File: src/rtl/ring_pkg.sv
// Shared ring definitions: slot type codes, default field widths, ADDR slot layout.
// Used by ring nodes, the ring top and the memory controller.
package ring_pkg;

  localparam int TSIZE_DEF = 4;
  localparam int SSIZE_DEF = 4;

  localparam int SLOT_NULL  = 0;
  localparam int SLOT_TOKEN = 1;
  localparam int SLOT_ADDR  = 2;
  localparam int SLOT_WDATA = 3;

  typedef enum logic [2:0] {
    ST_IDLE,
    ST_WAIT_TOKEN,
    ST_SEND_WDATA,
    ST_RELEASE,
    ST_WAIT_RDATA
  } node_state_e;

  // ADDR slot payload: line address in the low bits, rw flag directly above it.
  function automatic logic [31:0] addr_slot_data(input logic rw, input logic [31:0] line,
                                                 input int nbcacheline);
    logic [31:0] mask;
    mask = (32'd1 << nbcacheline) - 32'd1;
    return (line & mask) | ({31'd0, rw} << nbcacheline);
  endfunction

endpackage

File: src/rtl/ring_line_buf.sv
// Read-line assembly buffer: one 32-bit word written per cycle by index,
// whole line visible as a flat vector.
module ring_line_buf #(
  parameter int NBWORDS = 3
) (
  input  logic                         clk,
  input  logic                         reset,
  input  logic                         wr_en,
  input  logic [NBWORDS-1:0]           wr_idx,
  input  logic [31:0]                  wr_data,
  output logic [(32<<NBWORDS)-1:0]     line_out
);

  logic [(32<<NBWORDS)-1:0] line_q, line_d;

  always_comb begin
    line_d = line_q;
    if (wr_en) begin
      line_d[{wr_idx, 5'd0} +: 32] = wr_data;
    end
  end

  always_ff @(posedge clk) begin
    if (reset) begin
      line_q <= '0;
    end else begin
      line_q <= line_d;
    end
  end

  assign line_out = line_q;

endmodule

File: src/rtl/ring_node.sv
// Per-core ring stop: grabs the token, injects ADDR (+WDATA for writebacks), re-emits
// the token, strips its own returning slots and assembles read lines from the mc bus.
module ring_node
  import ring_pkg::*;
#(
  parameter int CORENUM     = 1,
  parameter int TSIZE       = TSIZE_DEF,
  parameter int SSIZE       = SSIZE_DEF,
  parameter int NBWORDS     = 3,
  parameter int NBCACHELINE = 30 - NBWORDS
) (
  input  logic                       clk,
  input  logic                       reset,
  input  logic [TSIZE-1:0]           slot_type_in,
  input  logic [SSIZE-1:0]           slot_source_in,
  input  logic [31:0]                slot_data_in,
  output logic [TSIZE-1:0]           slot_type_out,
  output logic [SSIZE-1:0]           slot_source_out,
  output logic [31:0]                slot_data_out,
  input  logic [SSIZE-1:0]           mc_dest,
  input  logic [NBWORDS-1:0]         mc_count,
  input  logic [31:0]                mc_data,
  input  logic                       req_valid,
  output logic                       req_ready,
  input  logic                       req_write,
  input  logic [NBCACHELINE-1:0]     req_line,
  input  logic [(32<<NBWORDS)-1:0]   req_wdata,
  output logic                       rsp_valid,
  output logic [(32<<NBWORDS)-1:0]   rsp_rdata,
  output logic                       wr_done,
  output logic                       proto_err
);

  localparam logic [NBWORDS-1:0] CNT_LAST = {NBWORDS{1'b1}};
  localparam logic [TSIZE-1:0]   T_NULL   = TSIZE'(SLOT_NULL);
  localparam logic [TSIZE-1:0]   T_TOKEN  = TSIZE'(SLOT_TOKEN);
  localparam logic [TSIZE-1:0]   T_ADDR   = TSIZE'(SLOT_ADDR);
  localparam logic [TSIZE-1:0]   T_WDATA  = TSIZE'(SLOT_WDATA);
  localparam logic [SSIZE-1:0]   MY_ID    = SSIZE'(CORENUM);

  node_state_e                  state_q, state_d;
  logic                         write_q, write_d;
  logic [NBCACHELINE-1:0]       line_q, line_d;
  logic [(32<<NBWORDS)-1:0]     wdata_q, wdata_d;
  logic [NBWORDS-1:0]           cnt_q, cnt_d;
  logic                         rsp_valid_q, rsp_valid_d;
  logic                         wr_done_q, wr_done_d;
  logic                         proto_err_q, proto_err_d;

  logic own_slot;
  logic held_slot_ok;
  logic mc_hit;

  assign own_slot     = ((slot_type_in == T_ADDR) || (slot_type_in == T_WDATA)) &&
                        (slot_source_in == MY_ID);
  // While we own the token, whatever we overwrite must be empty or our own echo.
  assign held_slot_ok = (slot_type_in == T_NULL) || own_slot;
  assign mc_hit       = (mc_dest == MY_ID);

  always_comb begin
    state_d     = state_q;
    write_d     = write_q;
    line_d      = line_q;
    wdata_d     = wdata_q;
    cnt_d       = cnt_q;
    rsp_valid_d = 1'b0;
    wr_done_d   = 1'b0;
    proto_err_d = proto_err_q;

    slot_type_out   = slot_type_in;
    slot_source_out = slot_source_in;
    slot_data_out   = slot_data_in;
    if (own_slot) begin
      slot_type_out   = T_NULL;
      slot_source_out = '0;
      slot_data_out   = '0;
    end

    if (!reset) begin
      case (state_q)
        ST_IDLE: begin
          if (req_valid) begin
            write_d = req_write;
            line_d  = req_line;
            wdata_d = req_wdata;
            state_d = ST_WAIT_TOKEN;
          end
        end
        ST_WAIT_TOKEN: begin
          if (slot_type_in == T_TOKEN) begin
            slot_type_out   = T_ADDR;
            slot_source_out = MY_ID;
            slot_data_out   = addr_slot_data(write_q, 32'(line_q), NBCACHELINE);
            cnt_d           = '0;
            state_d         = write_q ? ST_SEND_WDATA : ST_RELEASE;
          end
        end
        ST_SEND_WDATA: begin
          slot_type_out   = T_WDATA;
          slot_source_out = MY_ID;
          slot_data_out   = wdata_q[{cnt_q, 5'd0} +: 32];
          if (!held_slot_ok) proto_err_d = 1'b1;
          cnt_d = cnt_q + NBWORDS'(1);
          if (cnt_q == CNT_LAST) state_d = ST_RELEASE;
        end
        ST_RELEASE: begin
          slot_type_out   = T_TOKEN;
          slot_source_out = '0;
          slot_data_out   = '0;
          if (!held_slot_ok) proto_err_d = 1'b1;
          if (write_q) begin
            wr_done_d = 1'b1;
            state_d   = ST_IDLE;
          end else begin
            state_d = ST_WAIT_RDATA;
          end
        end
        ST_WAIT_RDATA: begin
          if (mc_hit && (mc_count == CNT_LAST)) begin
            rsp_valid_d = 1'b1;
            state_d     = ST_IDLE;
          end
        end
        default: state_d = ST_IDLE;
      endcase

      if (mc_hit && (state_q != ST_WAIT_RDATA) && (state_q != ST_RELEASE)) begin
        proto_err_d = 1'b1;
      end
    end
  end

  always_ff @(posedge clk) begin
    if (reset) begin
      state_q     <= ST_IDLE;
      write_q     <= 1'b0;
      line_q      <= '0;
      wdata_q     <= '0;
      cnt_q       <= '0;
      rsp_valid_q <= 1'b0;
      wr_done_q   <= 1'b0;
      proto_err_q <= 1'b0;
    end else begin
      state_q     <= state_d;
      write_q     <= write_d;
      line_q      <= line_d;
      wdata_q     <= wdata_d;
      cnt_q       <= cnt_d;
      rsp_valid_q <= rsp_valid_d;
      wr_done_q   <= wr_done_d;
      proto_err_q <= proto_err_d;
    end
  end

  ring_line_buf #(.NBWORDS(NBWORDS)) u_line_buf (
    .clk      (clk),
    .reset    (reset),
    .wr_en    (mc_hit),
    .wr_idx   (mc_count),
    .wr_data  (mc_data),
    .line_out (rsp_rdata)
  );

  assign req_ready = (state_q == ST_IDLE);
  assign rsp_valid = rsp_valid_q;
  assign wr_done   = wr_done_q;
  assign proto_err = proto_err_q;

endmodule

File: config.mk
export PLATFORM = sky130hd
export DESIGN_NAME = ring_node
export DESIGN_NICKNAME = d
export VERILOG_FILES = /design/src/rtl/ring_pkg.sv /design/src/rtl/ring_line_buf.sv /design/src/rtl/ring_node.sv
export SDC_FILE = /design/constraint.sdc
export NUM_CORES = 1
export LEC_CHECK = 0
export ABC_AREA = 1
export CAP_MARGIN = 5
export CORE_MARGIN = 2
export CORE_UTILIZATION = 30
export CTS_CLUSTER_SIZE = 24
export DETAILED_ROUTE_END_ITERATION = 8
export PLACE_DENSITY_LB_ADDON = 0.3
export REMOVE_ABC_BUFFERS = 1
export SLEW_MARGIN = 5
export SYNTH_ARGS = -nofsm -noshare
export SYNTH_HDL_FRONTEND = slang
export SYNTH_SLANG_ARGS = --single-unit
File: constraint.sdc
create_clock -name clk -period 4.4 [get_ports clk]
set_clock_uncertainty 0.1 [all_clocks]
set_input_delay 0.44 -clock clk [delete_from_list [all_inputs] [get_ports clk]]
set_output_delay 0.44 -clock clk [all_outputs]
set_load 0.01 [all_outputs]
==> results of run 1 <==
## final timing paths
| kind | start | to | slack, ns | cells past startpoint |
|---|---|---|---|---|
| min | reset | wdata_q[179] | 0.23 | 4 |
| max | state_q[2] | slot_type_out[1] | 0.61 | 6 |
| max reg2reg | state_q[0] | wdata_q[131] | 1.99 | 7 |
| min reg2reg | wdata_q[0] | wdata_q[0] | 0.35 | 2 |
## power by group through the flow
stage	clock, mW	sequential, mW	combinational [mW]
5_1_grt	5.37	5.30	1.51
3_3_place_gp	0	5.39	1.34
6_report	5.06	5.29	1.36
4_1_cts	5.17	5.28	1.37
3_5_place_dp	0	5.39	1.35
2_1_floorplan	0	5.39	0.648
## area by class of cell
class | count | area [µm²] | share of cell area, %
flip-flops and latches | 549 | 11000 | 34.5
clock inverters | 18 | 178 | 0.557
diodes | 11 | 27.5 | 0.0864
inverters | 303 | 1150 | 3.60
multi-input cells | 2072 | 9510 | 29.8
well taps | 969 | 1210 | 3.80
clock buffers | 90 | 1790 | 5.63
repair buffers | 702 | 7010 | 22.0
## flip-flops by register name, summed over array words and instances (netlist names)
signal and count:
u_line_buf.line_out 256, wdata_q 256, line_q 27, cnt_q 3, state_q 3, proto_err 1
rsp_valid 1, wr_done 1, write_q 1
## stage by stage
stage	setup TNS (ns)	total power, mW	worst slack [ns]
global placement	0	6.73	1.06
finish	0	11.7	0.615
global route	0	12.2	0.468
CTS	0	11.8	0.537
floorplan	-29.17	6.04	-0.998
detailed placement	0	6.75	1.01
## worst max-delay path, stage by stage, from the launching register on
cell,delay [ns]
dfxtp_1,0.38
nor2_1,0.24
nand2_1,0.20
inv_2,0.67
nor2_2,0.21
o21ai_0,0.25
clkdlybuf4s50_1,0.67
## synth_stat cells (4+ instances only)
master	count
dfxtp_1	549
nand2_1	461
o21ai_0	448
nor2_1	398
a21oi_1	387
inv_1	288
nand3_1	274
clkbuf_1	122
buf_2	94
o21ai_1	45
nor3_1	18
buf_1	14
inv_2	14
buf_4	12
o211ai_1	8
nor2_4	6
ha_1	5
nor2_2	4
nor3_2	4
## logic make-up after synthesis
kind of cell	after synthesis	synth area share, %
AO/OA/AOI/OAI	891	19.7
adder cells (fa/ha/maj)	5	0.275
buffers and inverters	549	9.90
flip-flops	549	48.4
AND/OR/NAND/NOR	1176	21.7
## metal layers
metal	up-vias	part of all wire [%]	global-route usage [%]	wire length, µm
met4	12	3.3	8.71	2980
met3	152	10	7.80	9260
met2	783	45	35.2	40600
li1	11300	-	-	-
met5	-	0.085	0	78
met1	10600	42	28.3	38400
==> metrics.txt, run 1 <==
total of max-cap violations=0; Starting Density=30.4%; Worst-path clk slew=0.06 ns; Reg power frac=45.1%; I/O Pins=666; design area=31900 µm²; Final Core Density=42.7%; CP Capture Type=output pin; Slew Viols, Final=0; synth warn=0; Area contributors post-synth=dfxtp_1, o21ai_0, a21oi_1, nand2_1, nor2_1; Iter 0 DRT Violations=2075; post-synth top area share=48.4%; postcts setup bufs=0; remaining antenna violation count after routing=0; logic gate share of total power=11.6%; largest net degree at the start of global routing=204; TritonCTS Sinks=549; syn avg cell area=7.17 µm²; die width=279 µm; Seq cells post-synth=549; placed wire-length estimate=61.6 mm; status=finished, final reports clean; Post-CTS Resized=0; vias in the first global route=21500; Non-Filler Instances=4714; Post-synth EDFFs=0; most common cell after layout, fill and taps aside=clkdlybuf4s50_1; final hold violations=0; synth unique cells=31; DIE AREA=77900 µm²; Clk pwr share=43.2%; Critical Path Source Type=register; nets=4058; area leader, netlist=dfxtp_1; RD Place Congestion=0.817; critical path peak fanout=29; Tmin final=3.79 ns; critical path class=reg -> out; Routed WL=91.3 mm; placed insts=4595; Clock Tree Buf Depth=3; Initial DRT Pass Iterations=5; CTS HTree Levels=2; detailed-route via count=22900; Slew HR=27.3%; share of async-settable or async-resettable flops after synthesis=0%; core footprint=74700 µm²; DRC viols=0; RSZ-0062 raised after global routing=no; Leakage=12.9 nW; Overflow after GRT=0; Top FF cell, synth=dfxtp_1; Area Growth Syn to Fin=40.3%; slew at the pin with the worst max-slew slack=1.09 ns; Hold Slack=0.231 ns; Cells after Synth=3170; period utilisation layout=86.0%; largest vdd supply drop=0.316 mV; initial antenna violation count=15; achievable frequency=264 MHz; vias per cell=4.85; GR Util All Layers=22.5%; Final setup viols=0; first-pass GRT wire length=135 mm; clock root buffer master=clkbuf_16; most frequent cells in the layout=clkdlybuf4s50_1, dfxtp_1, nand2_1; Die Height=279 µm; TritonCTS clock tree=built; PwrDens=367 nW/µm²; NetSw=2.91 mW; number of CTS-inserted buffers=59; # hold bufs at CTS=0; CP arrival=3.25 ns; Synth Cell Area=22700 µm²; part of the Yosys area used for sequential elements=48.4%; WL/cell=19.4 µm; placed cell area=29900 µm²; Port Buf Inserts=665; share of cells above drive strength 1=4.82%; worst skew pair latency=0.60 ns; hold crit path type=in -> reg; row cnt=100; Pint=8.80 mW; switching part of the total=24.9%; CP required=3.86 ns; number of fill cells=7596
No activity file was read; power rests on OpenSTA's default activity.
==> run 2: changes to the inputs <==
--- a/config.mk
+++ b/config.mk
@@ -8,7 +8,7 @@
 export ABC_AREA = 1
 export CAP_MARGIN = 5
 export CORE_MARGIN = 2
-export CORE_UTILIZATION = 30
+export CORE_UTILIZATION = 35
 export CTS_CLUSTER_SIZE = 24
 export DETAILED_ROUTE_END_ITERATION = 8
 export PLACE_DENSITY_LB_ADDON = 0.3
@@ -16,4 +16,5 @@
 export SLEW_MARGIN = 5
 export SYNTH_ARGS = -nofsm -noshare
 export SYNTH_HDL_FRONTEND = slang
+export SYNTH_HIERARCHICAL = 1
 export SYNTH_SLANG_ARGS = --single-unit
==> constraint.sdc (replaced) <==
create_clock -name clk -period 4.4 [get_ports clk]
set_clock_uncertainty 0.1 [all_clocks]
set_input_delay 0.44 -clock clk [delete_from_list [all_inputs] [get_ports clk]]
set_output_delay 0.44 -clock clk [all_outputs]
set_load 0.1 [all_outputs]
==> metrics.txt, run 2 <==
most common cell in the netlist=nand2_1 (was dfxtp_1); share of async-settable or async-resettable flops after synthesis=0% (unchanged); post-synth top area share=45.6% (was 48.4%); Worst Reg2Reg Path Length in Cells=7 (unchanged); core footprint=68500 µm² (was 74700 µm²); post-synthesis compound-gate area fraction=14.3% (was 19.7%); Port Buf Inserts=665 (unchanged); hold path cells=2 (was 4); Starting Density=35.2% (was 30.4%); Post-synth EDFFs=0 (unchanged); crit-path max cell delay=0.69 ns (was 0.67 ns); WL/cell=19.9 µm (was 19.4 µm); Area Growth Syn to Fin=39.4% (was 40.3%); remaining antenna violation count after routing=0 (unchanged); largest vdd supply drop=0.332 mV (was 0.316 mV); Simple-Gate Fraction of Synth Area=28.3% (was 21.7%); # hold bufs at CTS=0 (unchanged); Cells after Synth=3569 (was 3170); placed cell area=31400 µm² (was 29900 µm²); I/O Pins=666 (unchanged); Critical Path Source Type=register (unchanged); Leakage=13.8 nW (was 12.9 nW); initial antenna violation count=33 (was 15); CP required=3.86 ns (about the same); detailed-route via count=25200 (was 22900); status=finished, final reports clean (unchanged); CP most frequent cell=nand2_1; CP Capture Type=output pin (unchanged); vias per cell=4.99 (was 4.85); syn avg cell area=6.76 µm² (was 7.17 µm²); most frequent cells in the layout=nand2_1, clkdlybuf4s50_1, dfxtp_1 (was clkdlybuf4s50_1, dfxtp_1, nand2_1); Tmin final=3.92 ns (was 3.79 ns); Top FF cell, synth=dfxtp_1 (unchanged); critical path class=reg -> out (unchanged); Seq cells post-synth=549 (unchanged); largest net degree at the start of global routing=246 (was 204); postcts setup bufs=0 (unchanged); area leader, netlist=dfxtp_1 (unchanged); Overflow after GRT=0 (unchanged); TritonCTS clock tree=built (unchanged); most common cell after layout, fill and taps aside=nand2_1 (was clkdlybuf4s50_1); slowest CP cell=dfxtp_4 (was inv_2); critical path peak fanout=44 (was 29); Slew Viols, Final=0 (unchanged); Synth Cell Area=24100 µm² (was 22700 µm²); Post-Synth Adder-Cell Area=0.259% (was 0.275%); Worst-path clk slew=0.06 ns (about the same); mux share of post-synthesis cell area=0% (unchanged); Iter 0 DRT Violations=2221 (was 2075); TritonCTS Sinks=549 (unchanged); Slew HR=22.1% (was 27.3%); PwrDens=371 nW/µm² (was 367 nW/µm²); critical-path cell list=clkinv_2 -> buf_4 -> nand2_1 -> nand3_1 -> nand3_1 -> nand3_1 -> nand2_1 -> nand2_1 -> nand2_1 -> buf_12 (was nor2_1 -> nand2_1 -> inv_2 -> nor2_2 -> o21ai_0 -> clkdlybuf4s50_1); die width=267 µm (was 279 µm); final hold violations=0 (unchanged); placed wire-length estimate=68.6 mm (was 61.6 mm); period utilisation layout=89.1% (was 86.0%); xor/xnor cell area share of the yosys netlist=0% (unchanged); hold crit path type=in -> reg (unchanged); number of CTS-inserted buffers=61 (was 59); Area contributors post-synth=dfxtp_1, nand2_1, a21oi_1, nand3_1, inv_1 (was dfxtp_1, o21ai_0, a21oi_1, nand2_1, nor2_1); slew at the pin with the worst max-slew slack=1.16 ns (was 1.09 ns); commonest cells in the netlist=nand2_1, dfxtp_1, a21oi_1 (was dfxtp_1, nand2_1, o21ai_0); synth warn=6 (was 0); DIE AREA=71000 µm² (was 77900 µm²); Crit. Startpoint=cnt_q[0] (was state_q[2]); part of the Yosys area used for sequential elements=45.6% (was 48.4%); CTS HTree Levels=2 (unchanged); RD Place Congestion=0.892 (was 0.817); clock root buffer master=clkbuf_16 (unchanged); Routed WL=101 mm (was 91.3 mm); vias in the first global route=23200 (was 21500); CP Capture Point=slot_data_out[15] (was slot_type_out[1]); nets=4460 (was 4058); GR Util All Layers=27.1% (was 22.5%); row cnt=96 (was 100); RSZ-0062 raised after global routing=no (unchanged); CP arrival=3.38 ns (was 3.25 ns); first-pass GRT wire length=148 mm (was 135 mm); Clock Tree Buf Depth=3 (unchanged); Die Height=267 µm (was 279 µm); Initial DRT Pass Iterations=6 (was 5); achievable frequency=255 MHz (was 264 MHz); total of max-cap violations=0 (unchanged); CP bufs+invs=3 (was 2); Final setup viols=0 (unchanged); r2r setup slk=1.94 ns (was 1.99 ns); r2r endpoint=wdata_q[165] (was wdata_q[131]); DRC viols=0 (unchanged); worst skew pair latency=0.60 ns (about the same); share of cells above drive strength 1=5.46% (was 4.82%); synth unique cells=29 (was 31); Crit path depth=10 (was 6); delay-heaviest family, CP=buffers and inverters (unchanged); Post-CTS Resized=0 (unchanged); largest family of logic cells by synthesized area=simple AND/OR/NAND/NOR gates (unchanged); Reg2Reg Launch Point=state_q[0] (unchanged); Final Core Density=49.1% (was 42.7%); design area=33600 µm² (was 31900 µm²)
## run 2: cell count changes after synthesis, sizes merged
cell    change
nand2     +492
o21ai     -242
inv        +89
nand3      +47
nor2       -46
a21oi      +37
nand4      +21
clkbuf     +20
nor3       -17
buf         -6
clkinv      +2
and2        +1
or2         +1
## run 2: cell type report
cell class / instances / area [µm²]
well taps: 882 / 1100
diodes: 32 / 80.1
flip-flops and latches: 549 / 11000
clock buffers: 94 / 1840
inverters: 394 / 1490
multi-input cells: 2366 / 10400
fillers: 6814 / 34800
repair buffers: 717 / 7440
clock inverters: 22 / 274
## run 2: worst reg2reg max path, delay by kind of cell, from the launching register on
family	cells	cell delay, ns
AOI/OAI and AO/OA	2	0.42
buffers and inverters	2	0.65
DFF	1	0.53
and+or+nand+nor	3	0.72
## run 2: how the worst min path moves through the flow
stage / start / end / slack, ns
global route: reset / state_q[1] / 0.06
CTS: reset / state_q[1] / 0.04
detailed placement: wdata_q[32] / wdata_q[32] / 0.34
global placement: wdata_q[9] / wdata_q[9] / 0.34
floorplan: wdata_q[156] / wdata_q[156] / 0.33
finish: reset / line_q[3] / 0.1
## run 2: report_power, final
group | internal, mW | switching, mW | total (mW)
Combinational | 0.678 | 1.13 | 1.81
Sequential | 5.21 | 0.0709 | 5.28
Clock | 3.18 | 2.22 | 5.39
## run 2: cell families after synthesis
logic type               after synthesis
adder cells (fa/ha/maj)                5
AND/OR/NAND/NOR                     1675
AO/OA/AOI/OAI                        686
flip-flops                           549
buffers and inverters                654
## run 2: through the flow
stage	power, mW	hold slack (ns)	instances	setup WS (ns)	TNS (ns)
2_1_floorplan	6.38	0.331	3309	-1.53	-414.16
3_3_place_gp	7.17	0.340	4908	0.862	0
3_5_place_dp	7.18	0.344	4908	0.855	0
4_1_cts	12.6	0.0413	5024	0.459	0
5_1_grt	12.9	0.0648	5041	0.240	0
6_report	12.5	0.0963	5056	0.478	0
## run 2: layer usage
layer,global-route usage [%],share of wire (%),vias to the layer above
met5,0,0.15,-
met4,10.3,2.9,24
met3,10.1,11,173
met2,43.9,46,997
met1,32.6,40,11700
li1,-,-,12300
